$ cat config.mk
export PLATFORM = sky130hd
export DESIGN_NAME = cpu_exec_scheduler_flat
export DESIGN_NICKNAME = d
export VERILOG_FILES = /design/src/rtl/cpu_dbg_pkg.sv /design/src/rtl/cpu_exec_scheduler_if.sv /design/src/rtl/cpu_exec_scheduler_tick_prescaler.sv /design/src/rtl/cpu_exec_scheduler.sv /design/src/flat_wrapper.sv
export SDC_FILE = /design/constraint.sdc
export NUM_CORES = 1
export LEC_CHECK = 0
export CORE_MARGIN = 1
export CORE_UTILIZATION = 52
export DETAILED_ROUTE_END_ITERATION = 7
export GPL_TIMING_DRIVEN = 0
export PLACE_DENSITY = 0.81
export SETUP_SLACK_MARGIN = 0.15
export SYNTH_ARGS = -nofsm -noshare
export SYNTH_HDL_FRONTEND = slang
export SYNTH_SLANG_ARGS = --single-unit
$ cat constraint.sdc
create_clock -name clk -period 2.78 [get_ports clk]
set_input_delay 0.556 -clock clk [delete_from_list [all_inputs] [get_ports clk]]
set_output_delay 0.556 -clock clk [all_outputs]
set_load 0.005 [all_outputs]
$ cat src/rtl/cpu_dbg_pkg.sv
// rtl/cpu_dbg_pkg.sv - shared opcodes and scheduler state encodings
// Opcode values are shared with cpu_com_controller.
package cpu_dbg_pkg;

  typedef enum logic [2:0] {
    ST_IDLE     = 3'd0,
    ST_STEP     = 3'd1,
    ST_RUN_N    = 3'd2,
    ST_RUN_FREE = 3'd3,
    ST_BP_HALT  = 3'd4
  } sched_state_t;

  typedef enum logic [2:0] {
    CMD_NOP      = 3'd0,
    CMD_HALT     = 3'd1,
    CMD_STEP     = 3'd2,
    CMD_RUN_N    = 3'd3,
    CMD_RUN_FREE = 3'd4,
    CMD_SET_BP   = 3'd5,
    CMD_CLR_BP   = 3'd6,
    CMD_RSVD     = 3'd7
  } sched_cmd_t;

  localparam logic [2:0] S_IDLE     = 3'd0;
  localparam logic [2:0] S_STEP     = 3'd1;
  localparam logic [2:0] S_RUN_N    = 3'd2;
  localparam logic [2:0] S_RUN_FREE = 3'd3;
  localparam logic [2:0] S_BP_HALT  = 3'd4;

  localparam logic [2:0] OP_NOP      = 3'd0;
  localparam logic [2:0] OP_HALT     = 3'd1;
  localparam logic [2:0] OP_STEP     = 3'd2;
  localparam logic [2:0] OP_RUN_N    = 3'd3;
  localparam logic [2:0] OP_RUN_FREE = 3'd4;
  localparam logic [2:0] OP_SET_BP   = 3'd5;
  localparam logic [2:0] OP_CLR_BP   = 3'd6;

  function automatic logic is_run_op(input logic [2:0] op);
    return (op == OP_STEP) || (op == OP_RUN_N) || (op == OP_RUN_FREE);
  endfunction

endpackage

$ cat src/rtl/cpu_exec_scheduler_if.sv
// rtl/cpu_exec_scheduler_if.sv - command handshake from the communication controller
interface cpu_exec_scheduler_if #(
  parameter int PC_W = 32
);
  logic            cmd_valid;
  logic            cmd_ready;
  logic [2:0]      cmd_op;
  logic [PC_W-1:0] cmd_arg;

  modport master (output cmd_valid, output cmd_op, output cmd_arg, input cmd_ready);
  modport slave  (input cmd_valid, input cmd_op, input cmd_arg, output cmd_ready);
endinterface

$ cat src/rtl/cpu_exec_scheduler_tick_prescaler.sv
// rtl/cpu_exec_scheduler_tick_prescaler.sv - modulo-PRESCALE counter with wrap pulse
module tick_prescaler #(
  parameter int PRESCALE = 163
) (
  input  logic clk,
  input  logic reset,
  input  logic clr,
  input  logic en,
  output logic wrap
);
  localparam int CW = (PRESCALE > 1) ? $clog2(PRESCALE) : 1;
  localparam logic [CW-1:0] LAST = CW'(PRESCALE - 1);

  logic [CW-1:0] cnt_q, cnt_d;

  always_comb begin
    wrap  = en && (cnt_q == LAST);
    cnt_d = cnt_q;
    if (clr)
      cnt_d = '0;
    else if (en)
      cnt_d = wrap ? '0 : cnt_q + CW'(1);
  end

  always_ff @(posedge clk or negedge reset) begin
    if (!reset)
      cnt_q <= '0;
    else
      cnt_q <= cnt_d;
  end
endmodule

$ cat src/rtl/cpu_exec_scheduler.sv
// rtl/cpu_exec_scheduler.sv - CPU cycle sequencer: step, run-N, free-run, breakpoint
module cpu_exec_scheduler
  import cpu_dbg_pkg::*;
#(
  parameter int PRESCALE = 163,
  parameter int CNT_W    = 16,
  parameter int PC_W     = 32
) (
  input  logic                 clk,
  input  logic                 reset,
  cpu_exec_scheduler_if.slave  cmd,
  input  logic [PC_W-1:0]      pc,
  output logic                 cpu_tick,
  output logic                 busy,
  output logic                 bp_hit,
  output logic [2:0]           state,
  output logic [CNT_W-1:0]     cycles_done
);
  logic [2:0]       state_q, state_d;
  logic             cpu_tick_q, cpu_tick_d;
  logic             busy_q, busy_d;
  logic             bp_hit_q, bp_hit_d;
  logic             bp_en_q, bp_en_d;
  logic             first_tick_q, first_tick_d;
  logic [PC_W-1:0]  bp_addr_q, bp_addr_d;
  logic [CNT_W-1:0] cycles_q, cycles_d;
  logic [CNT_W-1:0] remaining_q, remaining_d;

  logic busy_state, accept, halt_acc, tick_point;

  assign busy_state    = (state_q == S_STEP) || (state_q == S_RUN_N) || (state_q == S_RUN_FREE);
  assign cmd.cmd_ready = !busy_state || !is_run_op(cmd.cmd_op);
  assign accept        = cmd.cmd_valid && cmd.cmd_ready;
  assign halt_acc      = accept && (cmd.cmd_op == OP_HALT);

  // Held cleared whenever not running, so every run starts from a fresh count.
  tick_prescaler #(.PRESCALE(PRESCALE)) u_prescaler (
    .clk   (clk),
    .reset (reset),
    .clr   (!busy_state),
    .en    (busy_state),
    .wrap  (tick_point)
  );

  always_comb begin
    state_d      = state_q;
    cpu_tick_d   = 1'b0;
    bp_hit_d     = bp_hit_q;
    bp_en_d      = bp_en_q;
    bp_addr_d    = bp_addr_q;
    first_tick_d = first_tick_q;
    cycles_d     = cycles_q;
    remaining_d  = remaining_q;

    if (accept) begin
      case (cmd.cmd_op)
        OP_HALT: begin
          state_d  = S_IDLE;
          bp_hit_d = 1'b0;
        end
        OP_SET_BP: begin
          bp_addr_d = cmd.cmd_arg;
          bp_en_d   = 1'b1;
        end
        OP_CLR_BP: bp_en_d = 1'b0;
        OP_STEP, OP_RUN_N, OP_RUN_FREE: begin
          cycles_d     = '0;
          bp_hit_d     = 1'b0;
          first_tick_d = 1'b1;
          if (cmd.cmd_op == OP_STEP)
            state_d = S_STEP;
          else if (cmd.cmd_op == OP_RUN_FREE)
            state_d = S_RUN_FREE;
          else begin
            remaining_d = cmd.cmd_arg[CNT_W-1:0];
            state_d     = (cmd.cmd_arg[CNT_W-1:0] == '0) ? S_IDLE : S_RUN_N;
          end
        end
        default: ;
      endcase
    end

    // A coincident HALT suppresses the tick point entirely.
    if (tick_point && !halt_acc) begin
      if (bp_en_q && (pc == bp_addr_q) && !first_tick_q) begin
        state_d  = S_BP_HALT;
        bp_hit_d = 1'b1;
      end else begin
        cpu_tick_d   = 1'b1;
        first_tick_d = 1'b0;
        cycles_d     = (&cycles_q) ? cycles_q : cycles_q + CNT_W'(1);
        if (state_q == S_STEP)
          state_d = S_IDLE;
        else if (state_q == S_RUN_N) begin
          remaining_d = remaining_q - CNT_W'(1);
          if (remaining_q == CNT_W'(1))
            state_d = S_IDLE;
        end
      end
    end

    busy_d = (state_d == S_STEP) || (state_d == S_RUN_N) || (state_d == S_RUN_FREE);
  end

  always_ff @(posedge clk or negedge reset) begin
    if (!reset) begin
      state_q      <= S_IDLE;
      cpu_tick_q   <= 1'b0;
      busy_q       <= 1'b0;
      bp_hit_q     <= 1'b0;
      bp_en_q      <= 1'b0;
      bp_addr_q    <= '0;
      first_tick_q <= 1'b0;
      cycles_q     <= '0;
      remaining_q  <= '0;
    end else begin
      state_q      <= state_d;
      cpu_tick_q   <= cpu_tick_d;
      busy_q       <= busy_d;
      bp_hit_q     <= bp_hit_d;
      bp_en_q      <= bp_en_d;
      bp_addr_q    <= bp_addr_d;
      first_tick_q <= first_tick_d;
      cycles_q     <= cycles_d;
      remaining_q  <= remaining_d;
    end
  end

  assign cpu_tick    = cpu_tick_q;
  assign busy        = busy_q;
  assign bp_hit      = bp_hit_q;
  assign state       = state_q;
  assign cycles_done = cycles_q;
endmodule

$ cat src/flat_wrapper.sv
// flat-port wrapper written by rule: the top's interface ports become plain ports
module cpu_exec_scheduler_flat import cpu_dbg_pkg::*;
#(
  parameter int PRESCALE = 163,
  parameter int CNT_W    = 16,
  parameter int PC_W     = 32
)
  (clk, reset, pc, cpu_tick, busy, bp_hit, state, cycles_done, cmd_cmd_valid, cmd_cmd_op, cmd_cmd_arg, cmd_cmd_ready);
  cpu_exec_scheduler_if #(.PC_W(PC_W)) cmd_i ();
  input  logic clk;
  input  logic reset;
  input  logic [PC_W-1:0] pc;
  output logic cpu_tick;
  output logic busy;
  output logic bp_hit;
  output logic [2:0] state;
  output logic [CNT_W-1:0] cycles_done;
  input wire logic [$bits(cmd_i.cmd_valid)-1:0] cmd_cmd_valid;
  input wire logic [$bits(cmd_i.cmd_op)-1:0] cmd_cmd_op;
  input wire logic [$bits(cmd_i.cmd_arg)-1:0] cmd_cmd_arg;
  output wire logic [$bits(cmd_i.cmd_ready)-1:0] cmd_cmd_ready;
  assign cmd_i.cmd_valid = cmd_cmd_valid;
  assign cmd_i.cmd_op = cmd_cmd_op;
  assign cmd_i.cmd_arg = cmd_cmd_arg;
  assign cmd_cmd_ready = cmd_i.cmd_ready;
  cpu_exec_scheduler #(.PRESCALE(PRESCALE), .CNT_W(CNT_W), .PC_W(PC_W)) u_core (.clk(clk), .reset(reset), .cmd(cmd_i), .pc(pc), .cpu_tick(cpu_tick), .busy(busy), .bp_hit(bp_hit), .state(state), .cycles_done(cycles_done));
endmodule
## Word level (Yosys, flattened, before mapping)

Cells that the tools add are included.
Widths: inputs -> output; s select.

| word-level totals | value |
|---|---|
| bits in registers | 80 |
| bits of input ports | 70 |

| cells by class | value |
|---|---|
| add/sub/neg operators | 3 |
| eq/ne operators | 16 |
| mux-type cells | 36 |
| reduce and logical (&&, ||, !) cells | 24 |

Operators by type and width:

| cell | number |
|---|---|
| $mux 16 | 13 |
| $eq 32x32->1 | 1 |
| $mux 3 | 8 |
| $eq 3x2->1 const B | 6 |
| $add 16x1->16 const B | 1 |
| $eq 16x1->1 const B | 1 |
| $logic_not 16->1 | 1 |
| $mux 8 | 2 |
| $reduce_and 16->1 | 1 |
| $sub 16x1->16 const B | 1 |
| $mux 1 | 10 |
| $eq 3x1->1 const B | 3 |
| $eq 3x3->1 const B | 3 |
| $add 8x1->8 const B | 1 |
| $eq 8x8->1 const B | 1 |
| $logic_or 1x1->1 | 7 |
| $logic_and 1x1->1 | 6 |
| $pmux 3 s2 | 1 |
| $logic_not 1->1 | 4 |
| $reduce_and 2->1 | 2 |
| $reduce_or 4->1 | 1 |
| $ne 3x3->1 const B | 1 |
| $reduce_or 3->1 | 1 |
| $mux 2 | 1 |
| 2 further kinds | 2 |

## Depth between registers and ports, before layout

Gate-level depths: netlist of run 1.

| depth | value |
|---|---|
| word-level depth | 15 |
| depth in mapped cells | 11 |
| mapped depth without buffers | 10 |

## Cells and area by module

A second synthesis of run 1 with hierarchy kept.

| unflattened totals | value |
|---|---|
| cells, all modules | 491 |
| area, all modules | 4809.6 um2 |

Modules (own cells, without submodules):

| module | times used | cells an instance | area each (um2) | sequential area each (um2) |
|---|---|---|---|---|
| cpu_exec_scheduler | 1 | 442 | 4339.2 | 1801.7 |
| tick_prescaler | 1 | 49 | 470.5 | 200.2 |

## Least setup slack after synthesis of run 1

No wires, ideal clock.

| timing | value |
|---|---|
| path type | in2reg |
| from | in pc[9] |
| to | reg u_core.remaining_q[11] |
| arrival time | 2.256 ns |
| data required time | 2.657 ns |
| setup slack | 0.402 ns |
| stages | 8 |
| path through | xor2_1 nor4_1 nand4_1 or3_4 buf_2 a21oi_4 o21ba_2 o221a_2 |

| on the way | value |
|---|---|
| cells in the longest elaborated chain, start to end | 5 |

RTL lines:

| element | line | RTL |
|---|---|---|
| start: declaration | flat_wrapper.sv:12 | `input logic [PC_W-1:0] pc;` |
| $eq 32x32->1 | cpu_exec_scheduler.sv:85 | `if (bp_en_q && (pc == bp_addr_q) && !first_tick_q) begin` |
| $logic_and 1x1->1 (2 in a row) | cpu_exec_scheduler.sv:85 |  |
| $mux 16 | cpu_exec_scheduler.sv:85 |  |
| $mux 16 | cpu_exec_scheduler.sv:84 | `if (tick_point && !halt_acc) begin` |
| named net u_core.remaining_d[11] | cpu_exec_scheduler.sv:27 | `logic [CNT_W-1:0] remaining_q, remaining_d;` |
| end signal: assignment | cpu_exec_scheduler.sv:125 | `remaining_q <= remaining_d;` |
| end: declaration | cpu_exec_scheduler.sv:27 |  |

The timed path passes the listed nets, and every way through them passes these cells.
A chain may end at the register's enable or synchronous reset.

## Worst setup path in the final report of run 1

| timing | value |
|---|---|
| from | in pc[12] |
| to | reg u_core.remaining_q[2] |

Same word-level chain as after synthesis.

==> results of run 1 <==
==> synthesized netlist by cell type, types with 3 or more instances <==
master    instances  share of area, %
a31oi_1           3              0.43
dfrtp_1          80                45
nand3_1          25               2.8
o21ai_0          21               2.4
and3_1           10               1.4
inv_1            12               1.0
xnor2_1           6               1.2
xor2_1           42               8.3
and2_1            8               1.1
o21a_1            4              0.68
ha_1              5               1.4
nand4_1           8               1.1
o32a_1            3              0.68
buf_1             3              0.26
clkbuf_1          7              0.60
nor2_1           28               2.4
o221a_2           8               2.0
nor4_1           23               3.3
or4_1             3              0.51
o21ba_2           3              0.68
a21oi_1           8              0.91
nand2_1          35               3.0
nor3_1           12               1.4
mux2_2           32               8.2
==> flip-flops by register name, summed over array words and instances, names as in the netlist <==
register	count
u_core.state	3
u_core.u_prescaler.cnt_q	8
u_core.remaining_q	16
u_core.bp_addr_q	32
u_core.bp_en_q	1
u_core.cycles_done	16
u_core.busy	1
u_core.cpu_tick	1
u_core.bp_hit	1
u_core.first_tick_q	1
==> worst max-delay path: cells and delay by family <==
| kind | cells | cell delay (ns) |
|---|---|---|
| xor+xnor | 1 | 0.16 |
| buf+inv | 4 | 0.87 |
| simple gates | 6 | 1.23 |
==> what timing repair did <==
| action | 4_1_cts | 5_1_grt |
|---|---|---|
| pin swaps | 4 | 13 |
| endpoints found under the hold margin | 0 | 0 |
| setup endpoints to repair | 12 | 28 |
| gates resized for setup | 3 | 36 |
| buffers inserted | 3 | 5 |
==> worst paths after layout <==
kind                                                  start                      to  slack (ns)  cells past startpoint
worst min register to register                u_core.bp_hit           u_core.bp_hit        0.50                      2
worst max register to register  u_core.u_prescaler.cnt_q[0]  u_core.remaining_q[11]        0.25                     10
min in group clk                              u_core.bp_hit           u_core.bp_hit        0.50                      2
worst max-delay path                                 pc[12]   u_core.remaining_q[2]        0.18                     11
max in group asynchronous                             reset  u_core.remaining_q[15]        2.03                      2
worst min-delay path                                  reset  u_core.cycles_done[15]        0.16                      1
==> power breakdown <==
group | internal, mW | switching [mW] | leakage [nW]
clock | 0.346 | 0.424 | 0.0813
combinational | 0.409 | 0.364 | 1.43
sequential | 1.37 | 0.208 | 0.995
total | 2.12 | 0.996 | 2.51
==> cells by family after synthesis <==
family,Yosys count,share of synthesized area [%]
adders and majority gates,5,1.42
and+or+nand+nor,172,21.2
DFF,80,45.4
buffers and inverters,27,2.69
xor gates and xnor gates,48,9.53
AOI/OAI and AO/OA,65,11.1
muxes,34,8.62
==> placed cells by master, fill, tap and decap left out, types with 10 or more instances in the layout <==
cell             Yosys  routed
mux2_2              32      32
and3_1              10      10
nor2_1              28      28
inv_1               12      12
nand3_1             25      25
o21ai_0             21      20
nor4_1              23      18
buf_4                2      10
dfrtp_1             80      80
xor2_1              42      31
nor3_1              12      12
clkbuf_8             0      10
xor2_2               0      11
dlymetal6s2s_1       0      12
clkdlybuf4s50_1      0      75
nand2_1             35      33
==> metal layers <==
layer  global-route usage (%)  vias to the layer above  share of wire (%)
met3                     3.48                       26                4.9
met2                     43.8                      137                 50
met1                     34.1                     1851                 42
li1                         -                     1775                  -
met4                     15.5                        0                2.9
met5                        0                        -                  0
==> area by class of cell <==
cell class                 count  area (um^2)
buffer                        15         87.6
clock buffer                  11          141
clock inverter                 5         32.5
fill                         568         2350
inverter                      12         45.0
multi-input combinational    324         2430
sequential                    80         2000
tap                          105          131
timing repair buffer          98          997
==> metrics by stage <==
step                      cells  area, um^2
after global placement      625        5430
after detailed placement    626        5450
after global routing        650        5860
final                       650        5860
after CTS                   645        5650
after floorplan             431        4410
==> flow_metrics.tcl, run 1 <==
set metrics [dict create \
    status "complete, no violations" \
    drv_slew 0 \
    ys_types 56 \
    drt-wirelength-per-cell_um 17.3 \
    track_usage_pct 26.8 \
    vdd_drop_max_mv 0.323 \
    setup_violations 0 \
    arrival_ns 2.84 \
    leakagePower_nw 2.51 \
    clockRootBuffer "clkbuf_8" \
    clockBufferDepth 2 \
    slowest_stage "or3_4" \
    path_clk_slew_ns 0.09 \
    vias 3789 \
    cts-buffers-inserted 9 \
    start_kind "input port" \
    pre_cts_ws_ns -0.354 \
    rows 33 \
    viasPerCell 5.83 \
    dr.pass1.iters 4 \
    drt_wl_total_um 11200 \
    overflow 0 \
    fin_crit_sh_pct 93.6 \
    area_growth_pct 33.0 \
    crit_chain "clkdlybuf4s50_1, xor2_1, nor4_1, nand4_1, or3_4, buf_4, and2_1, buf_4, buf_8, nor3_1, nor3_2" \
    synth_edf_count 0 \
    rsz0062_at_grt "false" \
    cp_max_fo 10 \
    syn-num-nets 506 \
    finalHoldWorstSlack_ns 0.162 \
    max_slew_margin_pct 58.7 \
    grt_pass1_vias 3836 \
    maxCapViolations 0 \
    gp_congestion 0.877 \
    critical_path_class "input port to flop" \
    timing_hold_violations_final 0 \
    crit_top_cell "buf_4" \
    power.density_mw_per_mm2 532 \
    hp-class "input port to async pin" \
    clock-sinks 80 \
    holdBufCountCts 0 \
    ys_seq_elements 80 \
    yosys_warnings 0 \
    yosysSeqAreaShare_pct 45.4 \
    finClkSkew_ns 0.0100 \
    htree_num_levels 3 \
    worst_slack_ns 0.177 \
    crit_required_ns 3.01 \
    n_antenna_cell 0 \
    final_core_util_pct 71.4 \
    antenna_left 0 \
    drt_iter0_markers 209 \
    drive_gt1_share_pct 18.9 \
    grt_max_degree 42 \
    die_area_mm2 0.00885 \
    drc 0 \
    clock_latency_ns 0.35 \
    timing.setup.tns_ns 0 \
    syn_avg_cell_area_um2 10.2 \
    tightest_slew_ns 0.615 \
    grt_antenna_before_repair 0 \
    ys.flop_type "dfrtp_1" \
    die_y_um 94.1 \
    portBuffers 89 \
    synthCells 431 \
    async_flop_share_pct 100 \
    start_util_pct 53.7 \
    endpoint_kind "flop" \
    tritoncts "built" \
    finalPower_mw 3.12 \
    die-width_um 94.1 \
    coreArea_mm2 0.00822 \
    hpwlAfterDp_um 8380 \
    io-pin-count 93 \
    grt_pass1_wl_um 18100 \
    max_stage_delay_ns 0.42 \
    fmax_ghz 0.384 \
    syn_area_mm2 0.00441 \
    layout_min_cycle_time_ns 2.60 \
    layout.nets 615 \
]
Note: power is estimated with default switching activity, not from simulation.
==> run 2: changes to the inputs <==
--- a/config.mk
+++ b/config.mk
@@ -5,10 +5,12 @@
 export SDC_FILE = /design/constraint.sdc
 export NUM_CORES = 1
 export LEC_CHECK = 0
+export CAP_MARGIN = 5
 export CORE_MARGIN = 1
 export CORE_UTILIZATION = 52
 export DETAILED_ROUTE_END_ITERATION = 7
 export GPL_TIMING_DRIVEN = 0
+export HOLD_SLACK_MARGIN = 0.06
 export PLACE_DENSITY = 0.81
 export SETUP_SLACK_MARGIN = 0.15
 export SYNTH_ARGS = -nofsm -noshare
==> constraint.sdc (replaced) <==
create_clock -name clk -period 2.78 [get_ports clk]
set_input_delay 0.417 -clock clk [delete_from_list [all_inputs] [get_ports clk]]
set_output_delay 0.417 -clock clk [all_outputs]
set_load 0.005 [all_outputs]
==> run 2 against run 1 <==
Against the previous run: combinational power down 3.8%; total power down 1.3%; critical path depth decreased by 2; sequential share of layout area up 0.96 points; clock power rose by 0.8%; via count is 1.9% higher; die area is the same; fmax grew 0.90%; utilization down 1.9 points; sequential power barely moved; clock-buffer cell count stayed put; final cell count down 0.15%.
==> flow_metrics.tcl, run 2 (synthesized netlist as in run 1, its figures left out) <==
set metrics [dict create \
    overflow 0 \
    die_y_um 94.1 \
    p_seq_share_pct 50.6 \
    vias 3862 \
    arrival_ns 2.82 \
    grt_antenna_before_repair 0 \
    area_growth_pct 29.3 \
    viasPerCell 5.95 \
    top_register "u_core.bp_addr_q" \
    max_stage_delay_ns 0.45 \
    vdd_drop_max_mv 0.307 \
    timing_hold_violations_final 0 \
    largest_register_ffs 32 \
    hpwlAfterDp_um 8380 \
    drv_slew 0 \
    layout_min_cycle_time_ns 2.58 \
    p_sw_uw 968 \
    die-width_um 94.1 \
    fmax_ghz 0.388 \
    start_util_pct 53.7 \
    drive_gt1_share_pct 15.6 \
    cp_top_family "simple AND/OR/NAND/NOR gates" \
    layout.nets 614 \
    coreArea_mm2 0.00822 \
    finClkSkew_ns 0.0125 \
    path_buf_inv 2 \
    crit_chain "clkdlybuf4s50_1, xor2_1, nor4_2, nand4_1, or3_4, buf_4, a21oi_4, o21ba_2, o221a_2" \
    sw_frac_of_total_pct 31.4 \
    critical_path_class "input port to flop" \
    grt_pass1_vias 3825 \
    leakagePower_nw 2.38 \
    clock_latency_ns 0.36 \
    htree_num_levels 3 \
    maxCapViolations 0 \
    slowest_stage "clkdlybuf4s50_1" \
    clockBufferDepth 2 \
    fin_crit_sh_pct 92.8 \
    drc 0 \
    track_usage_pct 26.8 \
    power_frac_comb_pct 24.2 \
    pre_cts_ws_ns -0.215 \
    grt_max_degree 42 \
    status "complete, no violations" \
    r2r_slack_ns 0.25 \
    path_clk_slew_ns 0.08 \
    endpoint_kind "flop" \
    drt_iter0_markers 202 \
    drt-wirelength-per-cell_um 17.1 \
    dp_cells 626 \
    n_antenna_cell 0 \
    rows 33 \
    finalHoldWorstSlack_ns 0.501 \
    tritoncts "built" \
    io-pin-count 93 \
    mostFrequentLayoutCell "clkdlybuf4s50_1" \
    drt_wl_total_um 11100 \
    gp_congestion 0.877 \
    dr.pass1.iters 5 \
    rsz0062_at_grt "false" \
    setup_violations 0 \
    internal_power_mw 2.11 \
    portBuffers 89 \
    clock-sinks 80 \
    max_slew_margin_pct 59.5 \
    worst_slack_ns 0.200 \
    crit_required_ns 3.02 \
    power.density_mw_per_mm2 540 \
    antenna_left 0 \
    die_area_mm2 0.00885 \
    hp-class "flop to flop" \
    grt_pass1_wl_um 18100 \
    layout_common_cells "clkdlybuf4s50_1, dfrtp_1, xor2_1" \
    cts-buffers-inserted 9 \
    cp_max_fo 10 \
    start_kind "input port" \
    clkPwrFrac_pct 25.2 \
    tightest_slew_ns 0.603 \
    clockRootBuffer "clkbuf_8" \
    stdcell_count 649 \
]
-- run 2: power groups by stage --
| stage | Sequential (mW) | Combinational [mW] | Clock [mW] |
|---|---|---|---|
| global route | 1.59 | 0.822 | 0.839 |
| detailed placement | 1.57 | 0.718 | 0 |
| floorplan | 1.53 | 0.459 | 0 |
| global placement | 1.56 | 0.691 | 0 |
| CTS | 1.55 | 0.725 | 0.793 |
| finish | 1.56 | 0.744 | 0.776 |
-- run 2: final cells by class --
class | count | area (um^2)
clock inverter | 5 | 32.5
timing repair buffer | 97 | 963
clock buffer | 11 | 141
multi-input combinational | 324 | 2310
sequential | 80 | 2000
tap | 105 | 131
fill | 597 | 2510
buffer | 15 | 80.1
inverter | 12 | 45.0
-- run 2: worst paths after layout --
| kind | start | to | depth (start not counted) |
|---|---|---|---|
| hold / removal | u_core.bp_hit | u_core.bp_hit | 2 |
| min in group asynchronous | reset | u_core.cycles_done[15] | 2 |
| hold reg to reg | u_core.bp_hit | u_core.bp_hit | 2 |
| max in group asynchronous | reset | u_core.remaining_q[15] | 3 |
| setup / recovery | pc[15] | u_core.remaining_q[11] | 9 |
| setup reg to reg | u_core.u_prescaler.cnt_q[0] | u_core.remaining_q[11] | 10 |
-- run 2: through the flow --
step | area (um^2) | utilization (%) | power (mW) | setup TNS [ns]
after detailed placement | 5450 | 66.3 | 2.29 | -1.72
after global placement | 5430 | 66.1 | 2.25 | -117.54
final | 5700 | 69.4 | 3.08 | 0
after global routing | 5700 | 69.4 | 3.25 | 0
after CTS | 5650 | 68.8 | 3.07 | 0
after floorplan | 4410 | - | 1.99 | 0
-- run 2: layer usage --
| metal | global-route usage [%] | up-vias | wire length (um) |
|---|---|---|---|
| li1 | - | 1794 | - |
| met1 | 34.1 | 1873 | 4690 |
| met2 | 44.2 | 160 | 5410 |
| met3 | 3.40 | 35 | 622 |
| met4 | 14.6 | 0 | 402 |
| met5 | 0 | - | 0 |
-- run 2: repair_timing --
| item | in CTS | in global routing |
|---|---|---|
| pin swaps | 1 | 5 |
| hold endpoints to repair | 39 | 0 |
| buffers inserted | 2 | 4 |
| endpoints found under the setup margin | 3 | 25 |
| hold buffers | 1 | 0 |
| resized for setup | 0 | 8 |
-- run 2: worst min-delay path: cells and delay by family (launching register included) --
| family | cells | cell delay [ns] |
|---|---|---|
| flip-flops | 1 | 0.36 |
| AND/OR/NAND/NOR | 2 | 0.11 |
==> run 3: changes to the inputs <==
--- a/config.mk
+++ b/config.mk
@@ -6,8 +6,7 @@
 export NUM_CORES = 1
 export LEC_CHECK = 0
 export CAP_MARGIN = 5
-export CORE_MARGIN = 1
-export CORE_UTILIZATION = 52
+export CORE_UTILIZATION = 53
 export DETAILED_ROUTE_END_ITERATION = 7
 export GPL_TIMING_DRIVEN = 0
 export HOLD_SLACK_MARGIN = 0.06
@@ -15,4 +14,5 @@
 export SETUP_SLACK_MARGIN = 0.15
 export SYNTH_ARGS = -nofsm -noshare
 export SYNTH_HDL_FRONTEND = slang
+export SYNTH_HIERARCHICAL = 1
 export SYNTH_SLANG_ARGS = --single-unit
==> run 3 against run 2 <==
Against the previous run: synthesized cell count up 14%; final area up 8.0%; global-route usage up 2.1 points; sequential cell count unchanged; fmax down 0.33%; routed wire length up 20%; first-iteration DRC count up 29%; die area up 6.8%; largest cell class unchanged; largest power group unchanged.
==> flow_metrics.tcl, run 3 <==
set metrics [dict create \
    status "complete, no violations" \
    cp_max_fo 7 \
    grt_pass1_wl_um 22000 \
    final_core_util_pct 70.3 \
    setup_violations 0 \
    start_util_pct 54.9 \
    grt_pass1_vias 4468 \
    portBuffers 88 \
    synthCells 491 \
    path_clk_slew_ns 0.09 \
    largest_register_ffs 32 \
    syn_area_mm2 0.00481 \
    htree_num_levels 3 \
    drt-wirelength-per-cell_um 18.9 \
    top_register "u_core/bp_addr_q" \
    antenna_left 0 \
    fmax_ghz 0.386 \
    syn-num-nets 566 \
    synth.most_common_cell "dfrtp_1" \
    fin_crit_sh_pct 93.1 \
    vdd_drop_max_mv 0.437 \
    drv_slew 0 \
    drt_wl_total_um 13300 \
    finalHoldWorstSlack_ns 0.463 \
    timing_hold_violations_final 0 \
    io-pin-count 93 \
    n_antenna_cell 0 \
    leakagePower_nw 2.46 \
    async_flop_share_pct 100 \
    clock-sinks 80 \
    vias 4476 \
    rows 34 \
    hpwlAfterDp_um 9790 \
    ys_top_cells_by_count "dfrtp_1, mux2_2, nor2_1, nand2_1, xnor2_1" \
    grt_antenna_before_repair 0 \
    hp-class "input port to async pin" \
    coreArea_mm2 0.00876 \
    area_growth_pct 28.0 \
    synth_top_area_share_pct 41.6 \
    drive_gt1_share_pct 14.4 \
    fill_cells 685 \
    finClkSkew_ns 0.00891 \
    post_cts_buffers 0 \
    clock_latency_ns 0.36 \
    critical_path_class "input port to flop" \
    grt_max_degree 65 \
    tritoncts "built" \
    dr.pass1.iters 8 \
    layout_min_cycle_time_ns 2.59 \
    die_y_um 97.3 \
    max_slew_margin_pct 31.7 \
    viasPerCell 6.35 \
    ys.flop_type "dfrtp_1" \
    ys_types 66 \
    mostFrequentLayoutCell "clkdlybuf4s50_1" \
    die-width_um 97.3 \
    clockRootBuffer "clkbuf_8" \
    layout_common_cells "clkdlybuf4s50_1, dfrtp_1, mux2_2" \
    rsz0062_at_grt "false" \
    ys_seq_elements 80 \
    power.density_mw_per_mm2 602 \
    yosysSeqAreaShare_pct 41.6 \
    drc 0 \
    tightest_slew_ns 1.02 \
    maxCapViolations 0 \
    synth_top_cell_by_area "dfrtp_1" \
    arrival_ns 2.78 \
    synth_area_leaders "dfrtp_1, mux2_2, xnor2_1, nor2_1, nor3_1" \
    track_usage_pct 28.9 \
    yosys_warnings 6 \
    synth_edf_count 0 \
    cts-buffers-inserted 9 \
    start_kind "input port" \
    overflow 0 \
    layout.nets 667 \
    clockBufferDepth 2 \
    gp_congestion 0.904 \
    drt_iter0_markers 261 \
    syn_avg_cell_area_um2 9.80 \
    crit_required_ns 2.97 \
    die_area_mm2 0.00946 \
    endpoint_kind "flop" \
]
[run 3: area by class of cell]
type                            instances  area (um^2)  share of cell area [%]
Clock inverter                          6          115                    1.87
Tap cell                              108          135                    2.19
Timing Repair Buffer                   90          916                    14.9
Inverter                               15         56.3                   0.914
Buffer                                 25          146                    2.38
Clock buffer                           10          128                    2.07
Sequential cell                        80         2000                    32.5
Multi-Input combinational cell        371         2660                    43.2
[run 3: where the power goes]
part           total, mW  internal, mW  switching [mW]  leakage [nW]
Clock               1.06         0.604           0.453         0.117
Sequential          1.68          1.40           0.277         0.995
Combinational      0.970         0.511           0.459          1.35
[run 3: cell families after synthesis]
group           after synthesis  share of synthesized area (%)
simple gates                187                           21.7
compound gates               98                           14.3
flops                        80                           41.6
mux                          44                           10.1
buf+inv                      40                           4.14
xor+xnor                     37                           6.74
fa+ha+maj                     5                           1.30
[run 3: path summary, 6_finish.rpt]
kind	startpoint	to	slack, ns	cells after the start
worst max-delay path	pc[4]	u_core/cycles_done[6]	0.19	8
worst min-delay path	reset	u_core/bp_addr_q[19]	0.46	2
worst max register to register	u_core/u_prescaler/cnt_q[0]	u_core/cycles_done[6]	0.23	7
worst min register to register	u_core/first_tick_q	u_core/first_tick_q	0.52	2
max in group asynchronous	reset	u_core/state[1]	1.72	3
min in group clk	u_core/first_tick_q	u_core/first_tick_q	0.52	2
[run 3: metrics by stage]
step,power [mW],setup slack (ns),TNS (ns),cells,area [um^2]
3_3_place_gp,2.58,-1.59,-141.12,687,5830
3_5_place_dp,2.63,-0.631,-14.93,688,5850
4_1_cts,3.70,0.182,0,705,6130
5_1_grt,3.90,0.154,0,705,6160
2_1_floorplan,2.27,0.608,0,491,4810
6_report,3.71,0.192,0,705,6160
[run 3: critical path, stage by stage]
cell and delay, ns:
clkdlybuf4s50_1 0.49, nor2b_1 0.24, a2111oi_4 0.10, and4_1 0.18, and3_1 0.19, buf_6 0.14
nor3_1 0.81, a211oi_1 0.20
[run 3: repair_timing]
item | 4_1_cts | 5_1_grt
pin swaps | 0 | 0
resized for setup | 8 | 7
hold buffers | 1 | 0
endpoints found under the hold margin | 16 | 0
setup endpoints to repair | 36 | 32
[run 3: routing by layer]
metal / track usage (%) / vias to the layer above / share of wire [%] / wire [um]
li1: - / 2047 / - / -
met1: 38.8 / 2213 / 42 / 5570
met2: 47.3 / 204 / 49 / 6490
met3: 6.55 / 12 / 8.2 / 1090
met4: 7.92 / 0 / 1.2 / 157
met5: 0 / - / 0 / 0
